## src/rtl/axi_wr_issue_arbiter_if.sv

```systemverilog
// Request/grant bundle between the crossbar write path and one master-port
// write issue arbiter.
interface axi_wr_issue_arbiter_if #(
    parameter int S_COUNT   = 4,
    parameter int M_ISSUE   = 4,
    parameter int CNT_WIDTH = $clog2(M_ISSUE + 1)
);
    localparam int IDX_W = $clog2(S_COUNT);

    logic [S_COUNT-1:0]   req;
    logic [S_COUNT-1:0]   grant;
    logic                 grant_valid;
    logic [IDX_W-1:0]     grant_index;
    logic                 aw_hs;
    logic                 w_last_hs;
    logic                 b_hs;
    logic [CNT_WIDTH-1:0] outstanding;
    logic                 issue_full;
    logic                 err_underflow;
    logic                 timeout;

    // arbiter side
    modport slave (
        input  req, aw_hs, w_last_hs, b_hs,
        output grant, grant_valid, grant_index, outstanding,
               issue_full, err_underflow, timeout
    );

    // requester / master-handshake side
    modport master (
        output req, aw_hs, w_last_hs, b_hs,
        input  grant, grant_valid, grant_index, outstanding,
               issue_full, err_underflow, timeout
    );
endinterface

```

## src/rtl/axi_wr_issue_arbiter.sv

```systemverilog
// Round-robin AW/W grant arbiter for one crossbar master port with an
// outstanding-write cap. Optional watchdog: define AXI_ARB_TIMEOUT_EN.
module axi_wr_issue_arbiter #(
    parameter int S_COUNT        = 4,
    parameter int M_ISSUE        = 4,
    parameter int CNT_WIDTH      = $clog2(M_ISSUE + 1),
    parameter int TIMEOUT_CYCLES = 1024
) (
    input  logic                   clk,
    input  logic                   rst_n,
    axi_wr_issue_arbiter_if.slave  bus
);
    localparam int IDX_W = $clog2(S_COUNT);
    localparam logic [IDX_W-1:0]     LAST_IDX = IDX_W'(S_COUNT - 1);
    localparam logic [CNT_WIDTH-1:0] MAX_CNT  = CNT_WIDTH'(M_ISSUE);

    typedef enum logic [1:0] {IDLE, GRANT, AW_DONE, W_DONE} state_t;

    state_t             state;
    logic [S_COUNT-1:0] grant_q;
    logic [IDX_W-1:0]   grant_idx_q;
    logic [IDX_W-1:0]   ptr;
    logic [CNT_WIDTH-1:0] cnt;
    logic               err_q;

    logic [S_COUNT-1:0] win_oh;
    logic [IDX_W-1:0]   win_idx;
    logic               win_found;
    logic [IDX_W-1:0]   nxt_ptr;
    int                 k;

    // first requester at or after ptr, wrapping
    always_comb begin
        win_oh    = '0;
        win_idx   = '0;
        win_found = 1'b0;
        k         = 0;
        for (int i = 0; i < S_COUNT; i++) begin
            k = int'(ptr) + i;
            if (k >= S_COUNT) k = k - S_COUNT;
            if (!win_found && bus.req[k[IDX_W-1:0]]) begin
                win_found = 1'b1;
                win_idx   = k[IDX_W-1:0];
                win_oh    = '0;
                win_oh[k[IDX_W-1:0]] = 1'b1;
            end
        end
    end

    assign nxt_ptr = (grant_idx_q == LAST_IDX) ? '0 : grant_idx_q + 1'b1;

    always_ff @(posedge clk or negedge rst_n) begin
        if (!rst_n) begin
            state       <= IDLE;
            grant_q     <= '0;
            grant_idx_q <= '0;
            ptr         <= '0;
        end else begin
            case (state)
                IDLE: begin
                    if (win_found && !bus.issue_full) begin
                        state       <= GRANT;
                        grant_q     <= win_oh;
                        grant_idx_q <= win_idx;
                    end
                end
                GRANT: begin
                    if (bus.aw_hs && bus.w_last_hs) begin
                        state       <= IDLE;
                        grant_q     <= '0;
                        grant_idx_q <= '0;
                        ptr         <= nxt_ptr;
                    end else if (bus.aw_hs) begin
                        state <= AW_DONE;
                        ptr   <= nxt_ptr;
                    end else if (bus.w_last_hs) begin
                        state <= W_DONE;
                    end
                end
                AW_DONE: begin
                    if (bus.w_last_hs) begin
                        state       <= IDLE;
                        grant_q     <= '0;
                        grant_idx_q <= '0;
                    end
                end
                W_DONE: begin
                    if (bus.aw_hs) begin
                        state       <= IDLE;
                        grant_q     <= '0;
                        grant_idx_q <= '0;
                        ptr         <= nxt_ptr;
                    end
                end
                default: state <= IDLE;
            endcase
        end
    end

    // AW counted in every state; saturate high, flag B with nothing outstanding
    always_ff @(posedge clk or negedge rst_n) begin
        if (!rst_n) begin
            cnt   <= '0;
            err_q <= 1'b0;
        end else if (bus.aw_hs && !bus.b_hs) begin
            if (cnt != MAX_CNT) cnt <= cnt + 1'b1;
        end else if (bus.b_hs && !bus.aw_hs) begin
            if (cnt == '0) err_q <= 1'b1;
            else           cnt   <= cnt - 1'b1;
        end
    end

    assign bus.grant         = grant_q;
    assign bus.grant_valid   = |grant_q;
    assign bus.grant_index   = grant_idx_q;
    assign bus.outstanding   = cnt;
    assign bus.issue_full    = (cnt == MAX_CNT);
    assign bus.err_underflow = err_q;

`ifdef AXI_ARB_TIMEOUT_EN
    localparam int TO_W = $clog2(TIMEOUT_CYCLES + 1);
    localparam logic [TO_W-1:0] TO_MAX = TO_W'(TIMEOUT_CYCLES);

    logic [TO_W-1:0] tcnt;
    logic            timeout_q;

    // grant is never revoked here; the flag only reports a stuck burst
    always_ff @(posedge clk or negedge rst_n) begin
        if (!rst_n) begin
            tcnt      <= '0;
            timeout_q <= 1'b0;
        end else if (state == IDLE) begin
            tcnt <= '0;
        end else begin
            if (tcnt != TO_MAX) tcnt <= tcnt + 1'b1;
            if (tcnt == TO_MAX - 1'b1) timeout_q <= 1'b1;
        end
    end

    assign bus.timeout = timeout_q;
`else
    logic unused_timeout_cfg;
    assign unused_timeout_cfg = (TIMEOUT_CYCLES == 0);
    assign bus.timeout = 1'b0;
`endif

endmodule

```

## src/flat_wrapper.sv

```systemverilog
// flat-port wrapper written by rule: the top's interface ports become plain ports
module axi_wr_issue_arbiter_flat 
#(
    parameter int S_COUNT        = 4,
    parameter int M_ISSUE        = 4,
    parameter int CNT_WIDTH      = $clog2(M_ISSUE + 1),
    parameter int TIMEOUT_CYCLES = 1024
)
  (clk, rst_n, bus_req, bus_aw_hs, bus_w_last_hs, bus_b_hs, bus_grant, bus_grant_valid, bus_grant_index, bus_outstanding, bus_issue_full, bus_err_underflow, bus_timeout);
  axi_wr_issue_arbiter_if #(.S_COUNT(S_COUNT), .M_ISSUE(M_ISSUE), .CNT_WIDTH(CNT_WIDTH)) bus_i ();
  input  logic clk;
  input  logic rst_n;
  input wire logic [$bits(bus_i.req)-1:0] bus_req;
  input wire logic [$bits(bus_i.aw_hs)-1:0] bus_aw_hs;
  input wire logic [$bits(bus_i.w_last_hs)-1:0] bus_w_last_hs;
  input wire logic [$bits(bus_i.b_hs)-1:0] bus_b_hs;
  output wire logic [$bits(bus_i.grant)-1:0] bus_grant;
  output wire logic [$bits(bus_i.grant_valid)-1:0] bus_grant_valid;
  output wire logic [$bits(bus_i.grant_index)-1:0] bus_grant_index;
  output wire logic [$bits(bus_i.outstanding)-1:0] bus_outstanding;
  output wire logic [$bits(bus_i.issue_full)-1:0] bus_issue_full;
  output wire logic [$bits(bus_i.err_underflow)-1:0] bus_err_underflow;
  output wire logic [$bits(bus_i.timeout)-1:0] bus_timeout;
  assign bus_i.req = bus_req;
  assign bus_i.aw_hs = bus_aw_hs;
  assign bus_i.w_last_hs = bus_w_last_hs;
  assign bus_i.b_hs = bus_b_hs;
  assign bus_grant = bus_i.grant;
  assign bus_grant_valid = bus_i.grant_valid;
  assign bus_grant_index = bus_i.grant_index;
  assign bus_outstanding = bus_i.outstanding;
  assign bus_issue_full = bus_i.issue_full;
  assign bus_err_underflow = bus_i.err_underflow;
  assign bus_timeout = bus_i.timeout;
  axi_wr_issue_arbiter #(.S_COUNT(S_COUNT), .M_ISSUE(M_ISSUE), .CNT_WIDTH(CNT_WIDTH), .TIMEOUT_CYCLES(TIMEOUT_CYCLES)) u_core (.clk(clk), .rst_n(rst_n), .bus(bus_i));
endmodule
```

## config.mk

```make
export PLATFORM = sky130hd
export DESIGN_NAME = axi_wr_issue_arbiter_flat
export DESIGN_NICKNAME = d
export VERILOG_FILES = /design/src/rtl/axi_wr_issue_arbiter_if.sv /design/src/rtl/axi_wr_issue_arbiter.sv /design/src/flat_wrapper.sv
export SDC_FILE = /design/constraint.sdc
export NUM_CORES = 1
export LEC_CHECK = 0
export ABC_AREA = 1
export BUFFER_PORTS_ARGS = -buffer_cell sky130_fd_sc_hd__buf_2
export CAP_MARGIN = 20
export CORE_ASPECT_RATIO = 1.25
export CORE_MARGIN = 5
export CORE_UTILIZATION = 45
export DETAILED_ROUTE_END_ITERATION = 6
export PLACE_DENSITY = 0.66
export REMOVE_ABC_BUFFERS = 1
export SLEW_MARGIN = 40
export SYNTH_ARGS = -nofsm -noshare
export SYNTH_HDL_FRONTEND = slang
export SYNTH_SLANG_ARGS = --single-unit
```

## constraint.sdc

```tcl
create_clock -name clk -period 2.9 [get_ports clk]
set_clock_uncertainty 0.2 [all_clocks]
set_input_delay 0.145 -clock clk [delete_from_list [all_inputs] [get_ports clk]]
set_output_delay 0.145 -clock clk [all_outputs]
set_load 0.01 [all_outputs]
```

==> results of run 1 <==
==> power groups by stage <==
stage	combinational [mW]	sequential (mW)	clock (mW)
2_1_floorplan	0.901	0.381	0
3_3_place_gp	1.20	0.351	0
3_5_place_dp	1.23	0.358	0
4_1_cts	1.23	0.354	0.148
5_1_grt	1.38	0.369	0.161
6_report	1.23	0.352	0.143
==> kinds of logic after synthesis <==
group / after synthesis
and+or+nand+nor: 115
adders and majority gates: 10
buffers and inverters: 26
DFF: 14
xor gates and xnor gates: 3
muxes: 1
AOI/OAI and AO/OA: 9
other: 1
==> per-stage QoR <==
step	setup slack, ns	std cells
finish	0.5187	238
global route	0.2654	238
CTS	0.5166	238
detailed placement	0.5436	232
global placement	0.6515	232
floorplan	0.7843	177
==> final cells by class <==
cell class / instances / area (um2) / area share
well taps: 34 / 42.54 / 0.02850
clock buffers: 4 / 36.28 / 0.02431
repair buffers: 23 / 127.6 / 0.08550
flip-flops and latches: 14 / 350.3 / 0.2347
inverters: 24 / 97.59 / 0.06538
multi-input cells: 139 / 838.3 / 0.5616
==> repair_timing <==
action / CTS / global route
hold endpoints to repair: 15 / 0
gates resized for setup: 0 / 0
hold buffers: 2 / 0
==> sequential cells by signal, summed over array words and instances, names as in the netlist <==
signal,cells
u_core.bus.grant,4
u_core.bus.outstanding,3
u_core.bus.grant_index,2
u_core.ptr,2
u_core.state,2
u_core.bus.err_underflow,1
==> cell usage in the layout, fill, tap and decap left out, types with 2 or more instances in the layout <==
| master | count |
|---|---|
| buf_2 | 20 |
| nand2_2 | 6 |
| nand4_1 | 11 |
| nand3_4 | 2 |
| dlygate4sd3_1 | 2 |
| a211oi_1 | 2 |
| ha_1 | 9 |
| o21ai_0 | 2 |
| dfrtp_1 | 14 |
| nor3_1 | 2 |
| clkbuf_4 | 3 |
| nand3_1 | 7 |
| nand3_2 | 4 |
| nand2_4 | 5 |
| xor2_1 | 3 |
| inv_1 | 21 |
| nor2_1 | 15 |
| nand2_1 | 59 |
==> per-layer routing <==
metal / wire [um] / share of wire
met1: 1253 / 0.43
met2: 1492 / 0.51
met3: 143 / 0.049
met4: 58 / 0.020
met5: 0 / 0
==> worst max path at each step <==
stage	from	endpoint	cells past startpoint
after floorplan	u_core.ptr[0]	u_core.bus.grant_index[0]	12
after global placement	u_core.ptr[1]	u_core.bus.grant_index[0]	12
after detailed placement	u_core.ptr[1]	u_core.bus.grant_index[1]	12
after CTS	u_core.ptr[1]	u_core.bus.grant_index[1]	12
after global routing	u_core.ptr[1]	u_core.bus.grant_index[0]	12
final	u_core.ptr[1]	u_core.bus.grant_index[1]	12
==> worst reg2reg max path: stages (launching register included) <==
cell	delay [ns]
dfrtp_1	0.49
inv_1	0.21
ha_1	0.43
inv_1	0.10
nand3_1	0.11
nand2_2	0.11
nor2_2	0.25
nand2_1	0.10
nand2_1	0.07
nor2_1	0.05
nor2_1	0.09
nand2_1	0.06
nand2_1	0.07
==> results by stage, run 1 <==
Critical path:
- For this run, the slowest stage of the critical path takes just under 0.5 ns.
- The reg-to-reg endpoint is u_core.bus.grant_index[1].
- The kind of end point of the critical path is a flip-flop.
- The signal on the critical path passes through inv_1 > ha_1 > inv_1 > nand3_1 > nand2_2 > nor2_2 > nand2_1 > nand2_1 > nor2_1 > nor2_1 > nand2_1 > nand2_1.
- The length in cells of the worst reg-to-reg path is 12.
- STA classifies the critical path startpoint as a flip-flop.
- The critical path in this run is classified as reg2reg.
- The reg2reg setup slack is ~0.52 ns.
- In this design, the largest share of critical-path delay is due to simple AND/OR/NAND/NOR gates.
- The count of buffering cells on the critical path with inverters included is 2.
- The required time at the endpoint of the critical path is about 2.9 ns.
- In this run the critical register-to-register path is launched from u_core.ptr[1].
- The cell occurring most often along the worst timing path is nand2_1.
- The arrival time of the worst setup path is around 2.4 ns.
- The highest-delay cell along the critical path is dfrtp_1.
- The top fanout value on the critical path is 8.

Final layout:
- The number of fillers in the final layout is between 200 and 300.
- The finished layout cell area is between 1000 and 1500 um2.
- In the final layout, the share of cells above drive strength 1 is 0.2500.
- After the last flow step, the layout net total stands at approximately 220.
- From synthesis to final layout, the design area changed by 14.38%.
- 0 antenna diodes ended up in the layout.
- The final cell utilization of the core is 0.5462.

GRT:
- The initial antenna violation count is 0.
- For this run, the total global-route usage over all layers was measured as 0.1587.
- After global routing, the most crowded layer is met2.
- The via count of the first global-routing pass is ~1200.
- The global-route wire length before repair is 5195 um.
- For met1 alone, demand over resource in global routing was 0.1975.
- For met3 alone, demand over resource in global routing was 0.02210.
- The met2 usage is 0.2714.
- For this run the aggregate overflow at the end of global routing stands at 0.
- Entering global routing, the biggest net connects 15 pins.

Synth:
- The number of library cell types mapped by synthesis is 32.
- For this run, asynchronously set or reset flops after synthesis account for 1.000.
- By area the synthesized netlist is led by dfrtp_1 27%, nand2_1 17%, ha_1 8.6%.
- The gate count of the mapped netlist is 179.
- The share of the Yosys chip area taken by registers is 0.2685.
- In the post-synthesis netlist, the cell with the most instances is nand2_1.
- The register bit count reported by yosys is 14.
- The average instance in the mapped netlist occupies around 7.3 um2.
- The area fraction in compound gates after synthesis is 0.04890.
- The post-synthesis xor/xnor area fraction is 0.02013.
- Of the total synthesized cell area, the portion taken by AND, OR, NAND and NOR gates is 0.4602.
- Of the post-synthesis cell area, the dominant cell type holds 0.2685.
- Of the total synthesized cell area, the portion taken by full adders, half adders and majority gates is 0.1016.
- The synthesized netlist occupies a cell area of roughly 1300 um2.
- The count of synthesis-stage warnings from yosys is 0.
- The library cell with the largest summed area after synthesis is dfrtp_1.
- The number of enable-type register cells in the synthesized netlist is 0.
- By count the netlist is led by 59 x nand2_1, 21 x inv_1, 15 x nor2_1.
- After synthesis, the share of cell area in mux cells is 0.008629.
- The largest family of logic cells by synthesized area is simple AND/OR/NAND/NOR gates.
- The prevailing post-synth register cell is dfrtp_1.

Timing:
- Adding up every negative setup slack in the final design gives 0 ns.
- The hold violation total from the final report is 0.
- The actual slew at the worst max-slew pin is 0.7064 ns.
- The final-report max-slew violation count is 0.
- After layout, the minimum clock period comes to ~2.4 ns.
- Setup violations remaining at the end of the flow were counted as 0.
- Timing would allow up to between 400 and 500 MHz.
- The worst hold margin is between 0.02 and 0.025 ns.
- Setup repair after global routing left no endpoint under its margin.
- Dividing the final minimum period by the clock period gives 0.8211.
- The worst pin sits at a relative slew slack of 0.5274.

Placed design:
- Once placement finished, the instance area stood at between 1000 and 1500 um2.
- After legalization and detailed placement, the total HPWL measured approximately 2400 um.
- Port buffering added 20 buffers.
- Routability-driven placement finished with a final weighted congestion of ~0.8.

Drt:
- For this run, design rule violations remaining after detail routing come to 0.
- After detailed routing, the number of vias per cell comes to about 5.2.
- The remaining antenna violation count is 0.
- The aggregate routed wire length is ~2900 um.
- For this block, the via count after detailed routing is 1239.
- The first detailed-routing pass took 4 iterations.
- The detailed router finished its first iteration with 28 violations.
- The average detailed-routed wire length per instance is about 12 um.

Pwr:
- The internal power of the cells totals between 0.7 and 0.8 mW.
- The power share of the sequential group is 0.205.
- The combinational power share is 0.712.
- In this run the power density over the cells is ~1200 nW/um2.
- The share of total power dissipated in the clock network is 0.083.
- Summing internal, switching and leakage power gives 1.722 mW.
- The maximum vdd ir drop is approximately 600 uV.
- The switching power of the nets is 0.9626 mW.
- Of the total power, the share spent switching nets is 0.5590.
- The static leakage power is between 0.8 and 0.9 nW.

Clock network:
- For the worst-skew pair, the clock arrives at the later sink with an insertion delay of roughly 0.28 ns.
- CTS saw 14 sinks.
- TritonCTS built the clock tree.
- In this run the number of H-tree levels came out at 1.
- Clock tree synthesis inserted a total of 3 buffers.
- The tree is rooted in a clkbuf_4.
- Clock-pin slew was measured on the worst setup and hold paths at approximately 0.090 ns.
- The number of setup buffers added after CTS is 0.
- The deepest clock path buffer count is 2.

Floorplanning:
- The floorplan die width is 58.17 um.
- The number of placement rows is 21.
- The die covers about 4100 um2.
- The vertical die dimension is 70.21 um.
- The number of primary I/O pins is 22.
- For this configuration, the core starts out at a cell density of 0.4776.
- In this run the standard cell core region covers approximately 2700 um2.

Hold path:
- The beginning of the worst hold path is bus_aw_hs.
- The path category of the worst min-delay check is in2reg.
- The worst hold path was traced through 3 stages.
- The terminating pin of the worst hold path is u_core.ptr[0].

Run:
- The number of max-capacitance violations reported is 0.

Run status:
- The run finished with clean final reports.
Note: power is estimated with default switching activity, not from simulation.
==> inputs of run 2 (changes only) <==
Clock period 2.9 ns to 2.2 ns, I/O delays scaled along.
==> results by stage, run 2 (synthesis gave the netlist of run 1 again) <==
Critical path:
- In this design, the largest share of critical-path delay is due to simple AND/OR/NAND/NOR gates.
- The arrival time of the worst setup path came to 2.06 ns (-0.34 ns).
- The highest-delay cell along the critical path is dfrtp_1.
- The cell occurring most often along the worst timing path is nand2_1.
- The required time at the endpoint of the critical path is 2.22 ns (-0.70 ns).
- The delay of the slowest cell on the worst path is 0.43 ns (-0.06 ns).
- The startpoint kind of the worst setup timing path is a flip-flop.
- The top fanout value on the critical path is 10 (+2).
- The category of the most critical setup path is reg2reg.
- The count of buffering cells on the critical path with inverters included came to 2 (unchanged).
- Traced cell by cell, the critical path runs through inv_6 > ha_2 > inv_1 > nand3_1 > nand2_2 > nor2_4 > nand2_1 > nand2_1 > nor2_1 > nor2_1 > nand2_1 > nand2_1.
- The kind of end point of the critical path is a flip-flop.

Pwr:
- The maximum vdd ir drop is 946.5 uV (+62%).
- The static leakage power is 0.8657 nW (+2.2%).
- The combinational power share is 0.720 (+0.008).
- The part of the total power dissipated in the clock network came to 0.081 (-0.002).
- The share of total power consumed by net switching is 0.5507 (-0.008359).
- The power share of the sequential group is 0.199 (-0.006).
- The internal power consumption is 1.040 mW (+37%).
- The switching power of the nets is 1.274 mW (+32%).
- The power density relative to cell area came to 1509 nW/um2 (+31%).

GRT:
- The via count of the first global-routing pass is 1277 (+5.5%).
- The initial antenna violation count is 0 (unchanged).
- The pin count of the biggest net entering global routing is 15 (unchanged).
- The all-layer global routing usage is 0.1671 (+0.008402).
- The residual overflow from global routing is 0 (unchanged).
- The global-route wire length before repair is 5520 um (+6.3%).

Clock network:
- TritonCTS built the clock tree.
- The clock network latency to the later pin of the worst-skew pair is 0.28 ns (about the same).
- The total number of H-tree levels is 1 (unchanged).
- The number of buffers created by CTS was 3 (unchanged).
- The number of sinks handled by clock tree synthesis is 14 (unchanged).
- The deepest clock path buffer count was 2 (unchanged).
- The post-CTS setup repair buffer count is 0 (unchanged).
- The clock edge transition at the registers on the reported setup and hold paths is 0.09 ns (about the same).
- The cell at the root of the clock tree is clkbuf_4.

Timing:
- The slack of the critical path is 0.1594 ns (-0.3593 ns).
- The final-report max-slew violation count came to 0 (unchanged).
- The final-report setup violation count is 0 (unchanged).
- The minimum clock period is 2.041 ns (-0.3407 ns).
- The share of the cycle needed by the critical path after routing is 0.9275 (+0.1064).
- Setup repair after global routing left no endpoint under its margin.
- The worst hold margin is 0.02168 ns (-0.0006533 ns).
- The maximum frequency from static timing analysis came to 490.1 MHz (+17%).
- The hold violation total from the final report is 0 (unchanged).
- The final-layout setup total negative slack is 0 ns (unchanged).

Final layout:
- The leading cell type in the layout, fill and taps excluded is nand2_1.
- The share of post-route cells with drive strength above 1 came to 0.2644 (+0.01442).
- The number of antenna repair diodes is 0 (unchanged).
- The count of nets after finishing was 228 (+1.8%).
- The final cell utilization of the core is 0.5609 (+0.01465).
- The area growth from synthesis to layout is 17.45%.
- The finished layout cell area is 1533 um2 (+2.7%).
- The number of fillers in the final layout was 281 (-0.35%).
- The number of flip-flops under the largest register name came to 4 (unchanged).
- The library cells used most frequently in the layout, excluding fill and tap cells, are 59 x nand2_1, 21 x inv_1, 20 x buf_2, 15 x nor2_1, 14 x dfrtp_1.

Floorplanning:
- The vertical die dimension is 70.21 um (unchanged).
- The initial standard-cell utilization of the core is 0.4776 (unchanged).
- The number of primary I/O pins is 22 (unchanged).
- The area of the core region was 2733 um2 (unchanged).
- The number of placement rows is 21 (unchanged).
- The floorplan die width was 58.17 um (unchanged).
- The floorplan die area was 4084 um2 (unchanged).

Placed design:
- The number of input and output port buffers inserted came to 20 (unchanged).
- The post-place setup slack was 0.08316 ns (-0.4604 ns).
- The post-place instance area was 1459 um2 (+1.6%).
- The last weighted congestion value of the routability-driven placer is 0.7758 (-5.1%).
- The HPWL reported at the end of detailed placement is 2450 um (+1.8%).

Drt:
- The number of vias after detailed routing was 1222 (-1.4%).
- The ratio of routed vias to standard cells is 5.050 (-3.0%).
- The aggregate routed wire length is 3008 um (+2.0%).
- The average detailed-routed wire length per instance is 12.43 um (+0.35%).
- The iteration-0 DRC count of the detailed router is 19 (-32%).
- The remaining antenna violation count came to 0 (unchanged).
- The number of detailed-routing iterations run before antenna repair is 4 (unchanged).
- The post-detailed-route DRC marker count came to 0 (unchanged).

Run status:
- The flow ran to the end, and the final reports show no timing, DRC or antenna violations.

Hold path:
- In this run the worst hold path is classified as in2reg.

Run:
- The number of max-capacitance violations reported was 0 (unchanged).
[run 2: cell types whose count changed in the layout (fill, tap and decap cells not counted)]
cell,change
dlygate4sd3_1,+1
nor2_4,+1
buf_4,+3
nor2_2,-1
ha_1,-1
ha_2,+1
[run 2: area by class of cell]
| class | count | area [um2] | area share |
|---|---|---|---|
| well taps | 34 | 42.54 | 0.02776 |
| flip-flops and latches | 14 | 350.3 | 0.2286 |
| inverters | 24 | 97.59 | 0.06367 |
| repair buffers | 27 | 160.2 | 0.1045 |
| clock buffers | 4 | 36.28 | 0.02367 |
| multi-input cells | 139 | 845.8 | 0.5518 |
[run 2: power by group through the flow]
stage / registers (mW) / clock network [mW] / logic [mW]
after floorplan: 0.503 / 0 / 1.19
after global placement: 0.454 / 0 / 1.62
after detailed placement: 0.465 / 0 / 1.64
after CTS: 0.461 / 0.194 / 1.66
after global routing: 0.478 / 0.207 / 1.89
final: 0.460 / 0.187 / 1.67
[run 2: worst register-to-register path, cell delays in order (launching register included)]
cell,delay [ns]
dfrtp_1,0.43
inv_6,0.08
ha_2,0.38
inv_1,0.09
nand3_1,0.10
nand2_2,0.12
nor2_4,0.20
nand2_1,0.07
nand2_1,0.08
nor2_1,0.05
nor2_1,0.08
nand2_1,0.05
nand2_1,0.07
[run 2: timing repair]
action,in CTS,in global routing
setup endpoints to repair,0,6
hold buffers,3,0
gates resized for setup,0,2
hold endpoints to repair,16,0
[run 2: worst paths after layout]
check	from	endpoint	slack (ns)	cells after the start
worst min register to register	u_core.bus.err_underflow	u_core.bus.err_underflow	0.29	1
max in group asynchronous	rst_n	u_core.bus.grant[2]	1.51	2
worst min-delay path	bus_w_last_hs	u_core.state[0]	0.02	4
worst max-delay path	u_core.ptr[0]	u_core.bus.grant[0]	0.16	12
min in group asynchronous	rst_n	u_core.bus.err_underflow	0.05	2
worst max register to register	u_core.ptr[0]	u_core.bus.grant[0]	0.16	12
[run 2: metrics by stage]
| step | cells | total power, mW |
|---|---|---|
| 3_5_place_dp | 235 | 2.105 |
| 5_1_grt | 242 | 2.578 |
| 2_1_floorplan | 177 | 1.691 |
| 6_report | 242 | 2.314 |
| 3_3_place_gp | 235 | 2.077 |
| 4_1_cts | 242 | 2.310 |
[run 2: layer usage]
layer / share of wire / global-route usage / vias to the layer above / wire (um)
met5: 0 / 0 / - / 0
met4: 0.0090 / 0.05412 / 0 / 27
met3: 0.032 / 0.03499 / 4 / 96
met2: 0.54 / 0.2915 / 21 / 1637
met1: 0.41 / 0.1993 / 564 / 1246
li1: - / - / 633 / -
